$ cat config.mk
export PLATFORM = sky130hd
export DESIGN_NAME = uart_rx_ctrl
export DESIGN_NICKNAME = d
export VERILOG_FILES = /design/src/rtl/uart_pkg.sv /design/src/rtl/uart_tick_counter.sv /design/src/rtl/uart_rx_ctrl.sv
export SDC_FILE = /design/constraint.sdc
export NUM_CORES = 1
export LEC_CHECK = 0
export ABC_CLOCK_PERIOD_IN_PS = 2800
export CORE_MARGIN = 2
export CORE_UTILIZATION = 54
export DETAILED_ROUTE_END_ITERATION = 7
export PLACE_DENSITY = 0.92
export SLEW_MARGIN = 20
export SYNTH_ARGS = -nofsm -noshare
export SYNTH_HDL_FRONTEND = slang
export SYNTH_SLANG_ARGS = --single-unit
$ cat constraint.sdc
create_clock -name clk_i -period 2.8 [get_ports clk_i]
set_input_delay 0.84 -clock clk_i [delete_from_list [all_inputs] [get_ports clk_i]]
set_output_delay 0.84 -clock clk_i [all_outputs]
set_load 0.005 [all_outputs]
$ cat src/rtl/uart_pkg.sv
// Shared UART definitions: receive FSM states and default frame geometry,
// used by the receive sequencer, the stop-bit checker and the transmitter.
package uart_pkg;

    localparam int UART_OSR       = 16;
    localparam int UART_DATA_BITS = 8;

    typedef enum logic [1:0] {
        IDLE,
        START,
        DATA,
        STOP
    } rx_state_t;

endpackage

$ cat src/rtl/uart_tick_counter.sv
// Oversample-tick counter: advances modulo OSR only on baud_tick, with
// decodes for the half-bit and full-bit points.
module uart_tick_counter #(
    parameter int OSR = 16
) (
    input  logic                   clk_i,
    input  logic                   rst_i,
    input  logic                   baud_tick_i,
    input  logic                   clear_i,
    output logic [$clog2(OSR)-1:0] cnt_o,
    output logic                   half_o,
    output logic                   full_o
);

    localparam int CW = $clog2(OSR);

    logic [CW-1:0] cnt_q;

    // Count ticks; clear takes effect only on a tick so timing stays tick-aligned.
    always_ff @(posedge clk_i) begin
        if (rst_i) begin
            cnt_q <= '0;
        end else if (baud_tick_i) begin
            if (clear_i) cnt_q <= '0;
            else         cnt_q <= cnt_q + CW'(1);
        end
    end

    assign cnt_o  = cnt_q;
    assign half_o = (cnt_q == CW'(OSR/2 - 1));
    assign full_o = (cnt_q == CW'(OSR - 1));

endmodule

$ cat src/rtl/uart_rx_ctrl.sv
// UART receive sequencer: start-bit validation, mid-bit data sampling,
// stop-window handoff to the stop-bit checker, and a single-entry
// valid/ready output register with overrun flagging.
module uart_rx_ctrl
    import uart_pkg::*;
#(
    parameter int OSR       = UART_OSR,
    parameter int DATA_BITS = UART_DATA_BITS
) (
    input  logic                 clk_i,
    input  logic                 rst_i,
    input  logic                 baud_tick_i,
    input  logic                 rx_in_i,
    input  logic                 stop_err_i,
    output logic                 check_stop_o,
    output logic [DATA_BITS-1:0] rx_data_o,
    output logic [DATA_BITS-1:0] rx_byte_o,
    output logic                 rx_valid_o,
    input  logic                 rx_ready_i,
    output logic                 frame_err_o,
    output logic                 overrun_o,
    output logic                 busy_o
);

    localparam int CW = $clog2(OSR);
    localparam int BW = $clog2(DATA_BITS) + 1;

    rx_state_t            state_q,     state_d;
    logic [BW-1:0]        bit_idx_q,   bit_idx_d;
    logic [DATA_BITS-1:0] rx_data_q,   rx_data_d;
    logic [DATA_BITS-1:0] rx_byte_q,   rx_byte_d;
    logic                 rx_valid_q,  rx_valid_d;
    logic                 frame_err_q, frame_err_d;
    logic                 overrun_q,   overrun_d;

    logic          cnt_clr;
    logic [CW-1:0] cnt;
    logic          half;
    logic          full;
    logic          deliver;

    uart_tick_counter #(
        .OSR (OSR)
    ) u_cnt (
        .clk_i       (clk_i),
        .rst_i       (rst_i),
        .baud_tick_i (baud_tick_i),
        .clear_i     (cnt_clr),
        .cnt_o       (cnt),
        .half_o      (half),
        .full_o      (full)
    );

    // State, shift register and output-register flops.
    always_ff @(posedge clk_i) begin
        if (rst_i) begin
            state_q     <= IDLE;
            bit_idx_q   <= '0;
            rx_data_q   <= '0;
            rx_byte_q   <= '0;
            rx_valid_q  <= 1'b0;
            frame_err_q <= 1'b0;
            overrun_q   <= 1'b0;
        end else begin
            state_q     <= state_d;
            bit_idx_q   <= bit_idx_d;
            rx_data_q   <= rx_data_d;
            rx_byte_q   <= rx_byte_d;
            rx_valid_q  <= rx_valid_d;
            frame_err_q <= frame_err_d;
            overrun_q   <= overrun_d;
        end
    end

    // Frame sequencing: every transition is qualified by baud_tick, so the
    // FSM and counters hold while ticks are absent.
    always_comb begin
        state_d     = state_q;
        bit_idx_d   = bit_idx_q;
        rx_data_d   = rx_data_q;
        cnt_clr     = 1'b0;
        deliver     = 1'b0;
        frame_err_d = 1'b0;
        unique case (state_q)
            IDLE: begin
                // Counter is held at zero so START begins counting from 0.
                cnt_clr = 1'b1;
                if (baud_tick_i && !rx_in_i) state_d = START;
            end
            START: begin
                if (baud_tick_i && half) begin
                    cnt_clr = 1'b1;
                    if (!rx_in_i) begin
                        state_d   = DATA;
                        bit_idx_d = '0;
                    end else begin
                        // Line went back high before mid-start: glitch.
                        state_d = IDLE;
                    end
                end
            end
            DATA: begin
                // Counter wraps to 0 by itself after full.
                if (baud_tick_i && full) begin
                    rx_data_d = {rx_in_i, rx_data_q[DATA_BITS-1:1]};
                    bit_idx_d = bit_idx_q + BW'(1);
                    if (bit_idx_q == BW'(DATA_BITS - 1)) state_d = STOP;
                end
            end
            STOP: begin
                if (baud_tick_i && full) begin
                    state_d = IDLE;
                    if (rx_in_i && !stop_err_i) deliver     = 1'b1;
                    else                        frame_err_d = 1'b1;
                end
            end
            default: state_d = IDLE;
        endcase
    end

    // Output register: accept clears valid; a delivery loads it when empty
    // or being drained this cycle, otherwise the new byte is dropped.
    always_comb begin
        rx_byte_d  = rx_byte_q;
        rx_valid_d = rx_valid_q;
        overrun_d  = 1'b0;
        if (rx_valid_q && rx_ready_i) rx_valid_d = 1'b0;
        if (deliver) begin
            if (!rx_valid_q || rx_ready_i) begin
                rx_byte_d  = rx_data_q;
                rx_valid_d = 1'b1;
            end else begin
                overrun_d = 1'b1;
            end
        end
    end

    assign check_stop_o = (state_q == STOP);
    assign busy_o       = (state_q != IDLE);
    assign rx_data_o    = rx_data_q;
    assign rx_byte_o    = rx_byte_q;
    assign rx_valid_o   = rx_valid_q;
    assign frame_err_o  = frame_err_q;
    assign overrun_o    = overrun_q;

endmodule

==> summary.txt, run 1 <==
Run status
  – Status: completed

Timing
  – RSZ-0062 raised after global routing: no
  – Clock skew: 0.00588 ns
  – Final hold violations: 0
  – Slew margin rel.: 66.3%
  – Setup-failing EPs final: 0
  – Worst-Margin Slew: 0.506 ns
  – Final TNS setup: 0 ns
  – Final slew viol count: 0
  – Tcrit/Tclk final: 84.9%
  – Fmax: about 420 MHz
  – Tmin final: roughly 2.4 ns

Synthesis
  – Count leader, synth: dfxtp_1
  – Yosys top cell by area: dfxtp_1
  – Synthesized area per cell: between 9 and 10 um^2
  – Ys flop type: dfxtp_1
  – Async SR Flop Fraction: 0%
  – EDFF count, synth: 0
  – Synth top area cells: dfxtp_1 42%, nand2b_1 9.1%, mux2i_1 6.6%
  – Syn Std Cell Area: roughly 1400 um^2
  – Synth cell types: 39
  – Syn nets: 155
  – Top-area cell type share of the netlist area: a little over two fifths
  – Synthesis warning total: 0
  – Top cell types by occurrence after synthesis: 29 x dfxtp_1, 20 x nand2b_1, 11 x a21oi_1, 10 x nand3_1, 9 x mux2i_1
  – Register bit count reported by yosys: 29
  – Seq/Total Area, Yosys: a little over two fifths
  – Post-Syn Instances: between 100 and 150

Setup path
  – Critical-path top delay cell: dfxtp_1
  – Required @ worst endpoint: around 2 ns
  – Critical path type: flop to primary output
  – Worst Setup End Kind: primary output
  – CP cell instances: and2_1 > clkdlybuf4s50_1
  – Worst EP arrival: 1.54 ns
  – Worst setup path start: state_q[0]
  – CP Launch Type: flop
  – R2r startpoint: u_cnt.cnt_o[0]
  – CP peak stage delay: 0.54 ns
  – Worst r2r path cells: 4
  – CP Max Fanout: 13

Global route
  – Vias in the first global route: around 1100
  – Initial antenna violation count: 0
  – First-pass GRT wire length: roughly 4.7 mm
  – Total gr overflow: 0
  – GR Util All Layers: about 22%
  – Pin count of the biggest net entering global routing: 22

Power and ir drop
  – Sw frac: 20.8%
  – P_sw: around 0.17 mW
  – Maximum vdd ir drop: ~0.49 mV
  – Pleak: 0.554 nW
  – Int Pwr: ~0.65 mW
  – Register share of total power: roughly half
  – Power Total: just over 0.8 mW
  – Clk network pwr share: between 40% and 50%
  – Power Dens Cells: 481 nW/um^2
  – Comb pwr share: ~4.8%

Detailed routing
  – Metal1 wirelength: around 1.2 mm
  – Routed length on met3: roughly 140 um
  – Final wirelength: 2.85 mm
  – Avg WL per Cell: 14.1 um
  – Top sig layer: met4
  – DRC: 0
  – Routed via count: 1145
  – Met2 Routed Length: 1.49 mm
  – Pre-antenna DRT Iters: 4
  – Via-per-instance ratio: ~5.7
  – DRT iter0 DRCs: 31
  – Remaining antenna violation count after routing: 0

Clock tree
  – Clock Path Buffers: 2
  – Reg clk slew, reported paths: approximately 0.090 ns
  – Post_cts resized: 0
  – Hold_buf cts: 0
  – Root Buffer Master: clkbuf_4
  – Skew-Pair Late Insertion Delay: roughly 0.33 ns
  – CTS HTree Levels: 2
  – CTS buffer count: 5
  – CTS tree: done
  – Clock Sinks: 29
  – Setup bufs post-CTS: 0

Placed design
  – Detailed Place HPWL: about 2.1 mm
  – Final RePlAce weighted congestion: slightly above 0.8
  – IO buf count: 26

Layout
  – Synth-to-layout area growth: 24.7%
  – Seq. cell area: ~580 um^2
  – Multi-input gate area: roughly 700 um^2
  – Final #Nets: 179
  – Layout cells sized above 1: between 10% and 20%
  – Filler cells: between 150 and 200
  – # diodes: 0

Floorplan
  – Die extent in x: roughly 54 um
  – Full die area: 2950 um^2
  – Initial Utilization: 56.3%
  – Site Rows: 18
  – Die height: between 50 and 60 um
  – Core area: ~2400 um^2
  – IO Count: 27

Hold path
  – Worst min path class: flop to flop
  – Worst hold path startpoint: rx_byte_o[5]
  – Hold-critical path depth: 2

Run
  – MaxCap Viol Count: 0
## kinds of logic (layout without fill, tap and decap cells)
kind of cell,after synthesis,in the layout,share of synthesized area (%)
AND/OR/NAND/NOR,59,59,28.0
flip-flops,29,29,42.4
adder cells (fa/ha/maj),2,2,1.83
buffers and inverters,13,38,5.21
XOR/XNOR,4,4,2.56
AO/OA/AOI/OAI,31,31,13.4
multiplexers,9,9,6.58
## power groups by stage
stage / combinational (mW) / clock, mW / sequential (mW)
after global placement: 0.0378 / 0 / 0.428
after global routing: 0.0432 / 0.381 / 0.420
final: 0.0396 / 0.362 / 0.419
after detailed placement: 0.0396 / 0 / 0.429
after floorplan: 0.0265 / 0 / 0.426
after CTS: 0.0397 / 0.370 / 0.419
## final timing paths
path         slack, ns            to
max               0.42  check_stop_o
min               0.48  rx_byte_o[5]
max reg2reg       0.98  rx_byte_o[2]
min reg2reg       0.48  rx_byte_o[5]
## metal layers
metal / vias to the layer above / track usage (%)
li1: 573 / -
met1: 536 / 23.7
met2: 29 / 38.0
met3: 7 / 8.20
met4: 0 / 12.1
met5: - / 0
## sequential cells by signal, summed over array words and instances (netlist names), named ones only
register     cells
bit_idx_q        4
frame_err_o      1
overrun_o        1
rx_byte_o        8
rx_data_o        8
rx_valid_o       1
state_q          1
u_cnt.cnt_o      4
## worst max-delay path, delay by kind of cell (launching register included)
family / cells / cell delay [ns]
buf+inv: 1 / 0.49
simple gates: 1 / 0.18
flops: 1 / 0.54
## per-stage QoR
stage	std cells	hold slack, ns	worst slack, ns	utilization, %	cell area, um^2
after CTS	202	0.480	0.408	70.2	1710
after floorplan	147	0.459	1.02	-	1370
after detailed placement	194	0.466	0.249	66.7	1620
final	202	0.476	0.423	70.2	1710
after global routing	202	0.498	0.324	70.2	1710
after global placement	194	0.456	0.357	66.7	1620
## cells in the final DEF, fill, tap and decap left out, types with 2 or more instances in the layout
cell type and n:
a21oi_1 11, a21oi_2 2, a31oi_1 3, buf_4 3, clkbuf_4 5, clkdlybuf4s50_1 26
dfxtp_1 29, ha_1 2, mux2i_1 9, nand2_1 5, nand2b_1 20, nand3_1 10
nand3b_1 2, nand4b_1 3, nor3_1 4, o21a_1 2, o21ai_0 3, o21ai_1 6
o32ai_1 2, or4b_4 2, xnor2_1 2, xor2_1 2
## area by class of cell
type                    count  area share, %
clock buffers               7           3.23
well taps                  30           2.20
multi-input cells         105           42.0
repair buffers             29           16.6
clock inverters             1           1.76
flip-flops and latches     29           34.0
inverters                   1          0.220
Power figures use the tool's default switching activity.
==> inputs of run 2 (changes only) <==
- ABC_CLOCK_PERIOD_IN_PS: 2800 -> 2100
- CORE_UTILIZATION: 54 -> 45
- PLACE_DENSITY: 0.92 -> 0.83
- clock period: 2.8 -> 2.1 ns (I/O delays scaled with it)
==> summary.txt, run 2 (synthesized netlist as in run 1, its figures left out) <==
Run status
  – Status: completed

Layout
  – Seq. cell area: 588 um^2 (+1.3%)
  – Filler cells: 268 (+55%)
  – Layout cells sized above 1: 13.1% (+2.7 points)
  – Commonest non-fill, non-tap cell in the layout: dfxtp_1
  – Most frequent cells in the layout: 27 x dfxtp_1, 25 x clkdlybuf4s50_1, 20 x nand2b_1
  – Final #Nets: 183 (+2.2%)
  – Final non-filler cell total: 208 (+3.0%)
  – Synth-to-layout area growth: 26.3%
  – Multi-input gate area: 717 um^2 (unchanged)
  – # diodes: 0 (unchanged)

Clock tree
  – Clock Sinks: 29 (unchanged)
  – Root Buffer Master: clkbuf_4
  – Hold_buf cts: 0 (unchanged)
  – CTS HTree Levels: 2 (unchanged)
  – Clock Path Buffers: 2 (unchanged)
  – Reg clk slew, reported paths: 0.09 ns (about the same)
  – Skew-Pair Late Insertion Delay: 0.33 ns (about the same)
  – CTS buffer count: 5 (unchanged)
  – CTS tree: done

Global route
  – Total gr overflow: 0 (unchanged)
  – Vias in the first global route: 1085 (-1.2%)
  – Pin count of the biggest net entering global routing: 25 (+14%)
  – Initial antenna violation count: 0 (unchanged)
  – First-pass GRT wire length: 4.97 mm (+7.0%)
  – GR Util All Layers: 18.9% (-3.4 points)

Hold path
  – Hold-critical path depth: 2 (unchanged)
  – Worst hold path startpoint: rx_byte_o[4]
  – Worst min path class: flop to flop
  – Hold Path End: rx_byte_o[4]

Setup path
  – Worst r2r path cells: 5 (+1)
  – Critical-path top delay cell: clkdlybuf4s50_1
  – Crit-path leading delay family: buffers and inverters
  – CP peak stage delay: 0.49 ns (-0.05 ns)
  – Setup slack, reg-to-reg: 0.47 ns (-0.51 ns)
  – CP Max Fanout: 13 (unchanged)
  – Worst Setup End Kind: primary output
  – RR Endpoint: rx_byte_o[0]
  – Critical path type: flop to primary output
  – CP cell instances: and2_1 > clkdlybuf4s50_1
  – CP Launch Type: flop
  – Required @ worst endpoint: 1.47 ns (-0.49 ns)
  – Worst EP arrival: 1.38 ns (-0.16 ns)
  – WP buf/inv: 1 (unchanged)
  – R2r startpoint: u_cnt.cnt_o[0]

Floorplan
  – Die extent in x: 59.2 um (+8.8%)
  – Die height: 59.2 um (+8.8%)
  – Initial Utilization: 46.0% (-10 points)
  – Site Rows: 20 (+2)
  – Full die area: 3500 um^2 (+18%)
  – IO Count: 27 (unchanged)
  – Core area: 2980 um^2 (+22%)

Detailed routing
  – DRC: 0 (unchanged)
  – Via-per-instance ratio: 5.58 (-1.5%)
  – Final wirelength: 2.94 mm (+3.4%)
  – DRT iter0 DRCs: 52 (+68%)
  – Routed via count: 1161 (+1.4%)
  – Pre-antenna DRT Iters: 4 (unchanged)
  – Remaining antenna violation count after routing: 0 (unchanged)
  – Avg WL per Cell: 14.2 um (+0.46%)

Timing
  – Clock skew: 0.00814 ns (+0.00226 ns)
  – Tcrit/Tclk final: between 90% and 100%
  – Worst-Margin Slew: 0.421 ns (-0.0855 ns)
  – Setup-failing EPs final: 0 (unchanged)
  – Final hold violations: 0 (unchanged)
  – Fmax: about 500 MHz
  – Final slew viol count: 0 (unchanged)
  – Final TNS setup: 0 ns (unchanged)
  – Tmin final: roughly 2.0 ns
  – RSZ-0062 raised after global routing: no
  – Slew margin rel.: 71.9% (+5.6 points)
  – Final WS setup: 0.0859 ns (-0.337 ns)

Power and ir drop
  – Power Dens Cells: 552 nW/um^2 (+15%)
  – Maximum vdd ir drop: 0.380 mV (-22%)
  – Pleak: 0.567 nW (+2.3%)

Run
  – MaxCap Viol Count: 0 (unchanged)

Placed design
  – Final RePlAce weighted congestion: 0.820 (+0.12%)
  – IO buf count: 26 (unchanged)
  – Setup WS pre-CTS: -0.0123 ns (-0.261 ns)
  – Detailed Place HPWL: 2.10 mm (+1.9%)
  – DP Cell Count: 201 (+3.6%)
==> run 2: layout make-up <==
cell class	instances	share of cell area (%)
tap	33	2.39
clock buffer	7	3.18
multi-input combinational	105	41.5
timing repair buffer	33	18.7
sequential	29	34.0
inverter	1	0.217
==> run 2: worst max-delay path by stage <==
stage | end | from | cells past startpoint
floorplan | rx_valid_o | baud_tick_i | 4
global route | check_stop_o | state_q[0] | 2
detailed placement | rx_byte_o[0] | baud_tick_i | 5
finish | check_stop_o | state_q[0] | 2
global placement | rx_byte_o[0] | baud_tick_i | 5
CTS | check_stop_o | flop | 2
==> run 2: power breakdown <==
group          internal, mW  switching [mW]  leakage, nW
Combinational        0.0314          0.0246        0.300
Clock                 0.158           0.184       0.0314
Sequential            0.551         0.00589        0.235
==> run 2: worst register-to-register path, cell delays in order (launching register included) <==
cell and delay [ns]:
dfxtp_1 0.39, ha_1 0.29, nand4_2 0.16, and4bb_1 0.38
buf_12 0.15, mux2i_1 0.19
==> run 2: routing by layer <==
layer	GRT usage [%]	part of all wire, %	vias to the layer above
li1	-	-	582
met1	21.9	44	539
met2	32.2	50	36
met3	6.77	4.6	4
met4	6.17	1.2	0
met5	0	0	-
==> run 2: repair_timing <==
item / 4_1_cts / 5_1_grt
setup buffers: 0 / 0
hold endpoints to repair: 0 / 0
endpoints found under the setup margin: 2 / 1
gates resized for setup: 4 / 1
==> run 2: through the flow <==
stage	power (mW)	instance area, um^2	hold WS [ns]	utilization [%]
after global placement	0.624	1670	0.458	56.0
after global routing	0.994	1730	0.497	58.1
after detailed placement	0.628	1670	0.466	56.0
after floorplan	0.603	1370	0.459	-
final	0.954	1730	0.480	58.1
after CTS	0.963	1730	0.482	58.0
==> edit 1 (settings of run 1) <==
The output `frame_err_o` loses its register stage (`frame_err_q` becomes a continuous assignment).
--- a/src/rtl/uart_rx_ctrl.sv
+++ b/src/rtl/uart_rx_ctrl.sv
@@ -60,5 +60,4 @@
             rx_byte_q   <= '0;
             rx_valid_q  <= 1'b0;
-            frame_err_q <= 1'b0;
             overrun_q   <= 1'b0;
         end else begin
@@ -68,8 +67,9 @@
             rx_byte_q   <= rx_byte_d;
             rx_valid_q  <= rx_valid_d;
-            frame_err_q <= frame_err_d;
             overrun_q   <= overrun_d;
         end
     end
+
+    assign frame_err_q = frame_err_d;
 
     // Frame sequencing: every transition is qualified by baud_tick, so the
Check against the original RTL: no difference found for any inputs over 10 cycles, from zero or initial values and one cycle with rst_i high; that may be too few to reach the edited logic, so the function may still have changed.
==> edit 1 against run 1 <==
- critical path depth up 2
- sequential share of layout area increased by 1.3 points
- clock power decreased by 47%
- power shrank 22%
- routed wire length is 7.6% lower
- utilization rose by 2.3 points
- non-clock buffer count rose by 5
- sequential cell count is 1 lower
- worst setup slack got worse by 370 ps
- combinational power is 14% higher
- cell area is 7.0% lower
- synthesized area down 8.8%
- first-iteration DRC count fell by 48%
- largest power group unchanged
- highest routed layer unchanged
==> edit 1: results (changes against run 1) <==
synth:
  synth_area_leaders: "dfxtp_1, mux2i_1, nor2_1, buf_4, xor2_1"  # was dfxtp_1, nand2b_1, mux2i_1, a21oi_1, nand3_1
  synth_common_cells: "dfxtp_1, nor2_1, mux2i_1, nand2_1"  # was dfxtp_1, nand2b_1, a21oi_1, nand3_1, mux2i_1
  synth.cell_area_mm2: 0.00125  # was 0.00137 mm^2
  syn-num-nets: 137  # was 155
  yosysSeqAreaShare_pct: 44.9  # was 42.4%
sta:
  maxSlewHeadroom_pct: 77.9  # was 66.3%
  whs_ps: 514  # was 476 ps
  finalCritPeriodShare_pct: 98.2  # was 84.9%
  fin_skew_ps: 5.78  # was 5.88 ps
global_route:
  grt_max_degree: 23  # was 22
  grt_util_all_layers_pct: 21.5  # was 22.3%
  grt_pass1_wl_mm: 4.35  # was 4.65 mm
  grt_pass1_vias: 969  # was 1098
route:
  wl_mm: 2.63  # was 2.85 mm
  drtIter0Drc: 16  # was 31
  vias: 1044  # was 1145
cells_and_area:
  drive_above_1_share_pct: 13.3  # was 10.5%
  final_nets: 167  # was 179
  fillers: 160  # was 173
power:
  p_int_w: 0.000504  # was 0.000650 W
  ir_drop_mv: 0.424  # was 0.488 mV
run_status:
  status: "finished clean"  # unchanged
clocking:
  cts_inserted_buffers: 3  # was 5
  clk_pin_slew_ps: 130  # was 90 ps
  htree_levels: 1  # was 2
placed_design:
  placed_area_mm2: 0.00155  # was 0.00162 mm^2
  place_ws_ps: -179  # was 249 ps
  dp_hpwl_mm: 1.85  # was 2.06 mm
critical_path:
  cp_max_fo: 2  # was 13
  r2r_cells: 6  # was 4
## edit 1: cell types whose count changed after synthesis, moves of 6 or more
cell	run 1	this run
o21ai_1	6	0
mux2i_1	9	17
a21oi_1	11	3
nand2b_1	20	4
nand3_1	10	2
nor2_1	1	23
## edit 1: final timing paths
kind / endpoint / from
setup / recovery: frame_err_o / baud_tick_i
hold / removal: rx_byte_o[5] / rx_byte_o[5]
setup reg to reg: rx_byte_o[4] / u_cnt.cnt_o[0]
hold reg to reg: rx_byte_o[5] / rx_byte_o[5]
## edit 1: power groups by stage
stage | registers, W | logic [W] | clock network (W)
6_report | 0.000403 | 0.0000451 | 0.000192
5_1_grt | 0.000404 | 0.0000483 | 0.000209
4_1_cts | 0.000403 | 0.0000450 | 0.000195
3_5_place_dp | 0.000412 | 0.0000443 | 0
3_3_place_gp | 0.000411 | 0.0000429 | 0
2_1_floorplan | 0.000411 | 0.0000260 | 0
## edit 1: through the flow
stage	utilization, %	total power, W	cells
2_1_floorplan	-	0.000437	129
3_3_place_gp	70.6	0.000454	182
3_5_place_dp	70.6	0.000456	182
4_1_cts	72.4	0.000642	186
5_1_grt	72.4	0.000661	186
6_report	72.4	0.000640	186
## edit 1: kinds of logic (layout without fill, tap and decap cells)
kind of cell               after synthesis  after routing  share of synthesized area, %
and+or+nand+nor                         53             53                          23.5
DFF                                     28             28                          44.9
muxes                                   17             17                          13.6
AOI/OAI and AO/OA                       14             14                          7.92
buffers and inverters                   11             40                          5.21
xor gates and xnor gates                 4              4                          2.81
adders and majority gates                2              2                          2.00
## edit 1: repair_timing
| action | 4_1_cts | 5_1_grt |
|---|---|---|
| setup endpoints to repair | 1 | 0 |
| setup buffers | 0 | 0 |
| hold buffers | 0 | 0 |
| gates resized for setup | 2 | 0 |
| hold endpoints to repair | 0 | 0 |
## edit 1: cell type report
cell class	count	area, um^2	share of cell area (%)
flip-flops and latches	28	561	35.3
well taps	28	35.0	2.21
repair buffers	34	319	20.1
clock buffers	4	36.3	2.29
inverters	2	7.51	0.473
multi-input cells	90	628	39.6
## edit 1: critical path: stages
cell and delay [ps]:
clkdlybuf4s50_1 480, nand2_1 100, nor3b_2 230, dlygate4sd2_1 260
## edit 1: metal layers
| layer | vias up | share of wire (%) | global-route usage, % |
|---|---|---|---|
| met5 | - | 0 | 0 |
| li1 | 507 | - | - |
| met1 | 503 | 43 | 24.9 |
| met2 | 30 | 51 | 38.4 |
| met4 | 0 | 1.1 | 7.46 |
| met3 | 4 | 4.9 | 4.89 |
==> edit 2 (settings of run 1) <==
Without the edit above. `UART_DATA_BITS`: 8 -> 16.
--- a/src/rtl/uart_pkg.sv
+++ b/src/rtl/uart_pkg.sv
@@ -4,5 +4,5 @@
 
     localparam int UART_OSR       = 16;
-    localparam int UART_DATA_BITS = 8;
+    localparam int UART_DATA_BITS = 16;
 
     typedef enum logic [1:0] {
Ports: changed (resized rx_byte_o and rx_data_o); port bits go from 27 to 43. No check against the original RTL was run, so the function may have changed too.
==> edit 2 against run 1 <==
- synthesized area up 51%
- global-route usage down 1.5 points
- power up 36%
- largest cell class unchanged
- critical endpoint unchanged
- die area up 47%
- via count up 50%
- routed wire length up 44%
- cell area up 50%
- worst setup slack about the same
- sequential cell count up 17
==> edit 2: results (changes against run 1) <==
power:
  p_leak_nw: 0.815  # was 0.554 nW
  p_int_w: 0.000857  # was 0.000650 W
  ir_drop_mv: 0.305  # was 0.488 mV
  finalPower_w: 0.00111  # was 0.000820 W
  combinationalPowerShare_pct: 3.8  # was 4.8%
  pwr-share-seq_pct: 59.2  # was 51.1%
cells_and_area:
  final_nets: 264  # was 179
  drive_above_1_share_pct: 7.42  # was 10.5%
sta:
  whs_ps: 471  # was 476 ps
  fin_skew_ps: 7.18  # was 5.88 ps
  min_period_ps: 2380  # about the same
  finalMaxSlewViolations: 0  # unchanged
  finalCritPeriodShare_pct: 84.9  # about the same
  maxSlewHeadroom_pct: 41.9  # was 66.3%
route:
  drtIter0Drc: 102  # was 31
  wl_mm: 4.09  # was 2.85 mm
  vias: 1713  # was 1145
  via_per_inst: 5.63  # was 5.67
global_route:
  grt_max_degree: 65  # was 22
  grt_pass1_wl_mm: 6.90  # was 4.65 mm
  grt_antenna_before_repair: 0  # unchanged
  grt_pass1_vias: 1539  # was 1098
  grt_util_all_layers_pct: 20.8  # was 22.3%
run_status:
  status: "finished clean"  # unchanged
placed_design:
  dp_hpwl_mm: 2.73  # was 2.06 mm
  globalplace.congestion: 0.808  # was 0.819
  place_inst: 296  # was 194
  place_ws_ps: 257  # was 249 ps
  placed_area_mm2: 0.00246  # was 0.00162 mm^2
  io_buffers: 42  # was 26
hold_path:
  whs_path_depth: 2  # unchanged
  hold_path_end: "rx_byte_o[4]"  # was rx_byte_o[5]
  hp-start: "rx_byte_o[4]"  # was rx_byte_o[5]
critical_path:
  max_stage_delay_ps: 500  # was 540 ps
  crit_family: "buffers and inverters"  # was flip-flops
  cp_max_fo: 10  # was 13
  slowest_stage: "clkdlybuf4s50_1"  # was dfxtp_1
  reg2reg_to: "bit_idx_q[3]"  # was rx_byte_o[2]
  r2r_cells: 3  # was 4
clocking:
  clk_pin_slew_ps: 90  # about the same
  clk-insertion-delay-late_ps: 300  # was 330 ps
  cts_root_buffer: "clkbuf_8"  # was clkbuf_4
  post-cts-setup-buffers: 0  # unchanged
  clockBufferDepth: 2  # unchanged
synth:
  syn-num-nets: 232  # was 155
  avgSynthCellArea_um2: 9.26  # was 9.31 um^2
  synth_common_cells: "dfxtp_1, nand2b_1, a21oi_1, mux2i_1, nand3_1"  # was dfxtp_1, nand2b_1, a21oi_1, nand3_1, mux2i_1
  synth_area_leaders: "dfxtp_1, nand2b_1, mux2i_1, a21oi_1, nand3_1"  # unchanged
  synth_cell_types: 42  # was 39
  yosysSeqAreaShare_pct: 44.6  # was 42.4%
==> edit 2: routing by layer <==
metal	global-route usage [%]	vias to the layer above	wire length, um
met5	0	-	0
li1	-	849	-
met4	9.11	0	57
met1	24.6	804	1860
met2	34.2	51	1960
met3	6.81	9	208
==> edit 2: layout make-up <==
type	count	area (um^2)
multi-input cells	154	1020
repair buffers	44	443
inverters	4	15.0
fillers	282	1110
clock inverters	3	23.8
clock buffers	5	68.8
well taps	48	60.1
flip-flops and latches	46	921
==> edit 2: kinds of logic (layout without fill, tap and decap cells) <==
| logic type | after synthesis | count (layout) | share of synthesized area [%] |
|---|---|---|---|
| xor gates and xnor gates | 3 | 3 | 1.27 |
| and+or+nand+nor | 85 | 85 | 25.4 |
| DFF | 46 | 46 | 44.6 |
| muxes | 17 | 17 | 8.24 |
| AOI/OAI and AO/OA | 46 | 46 | 12.8 |
| buffers and inverters | 23 | 56 | 5.94 |
| adders and majority gates | 3 | 3 | 1.82 |
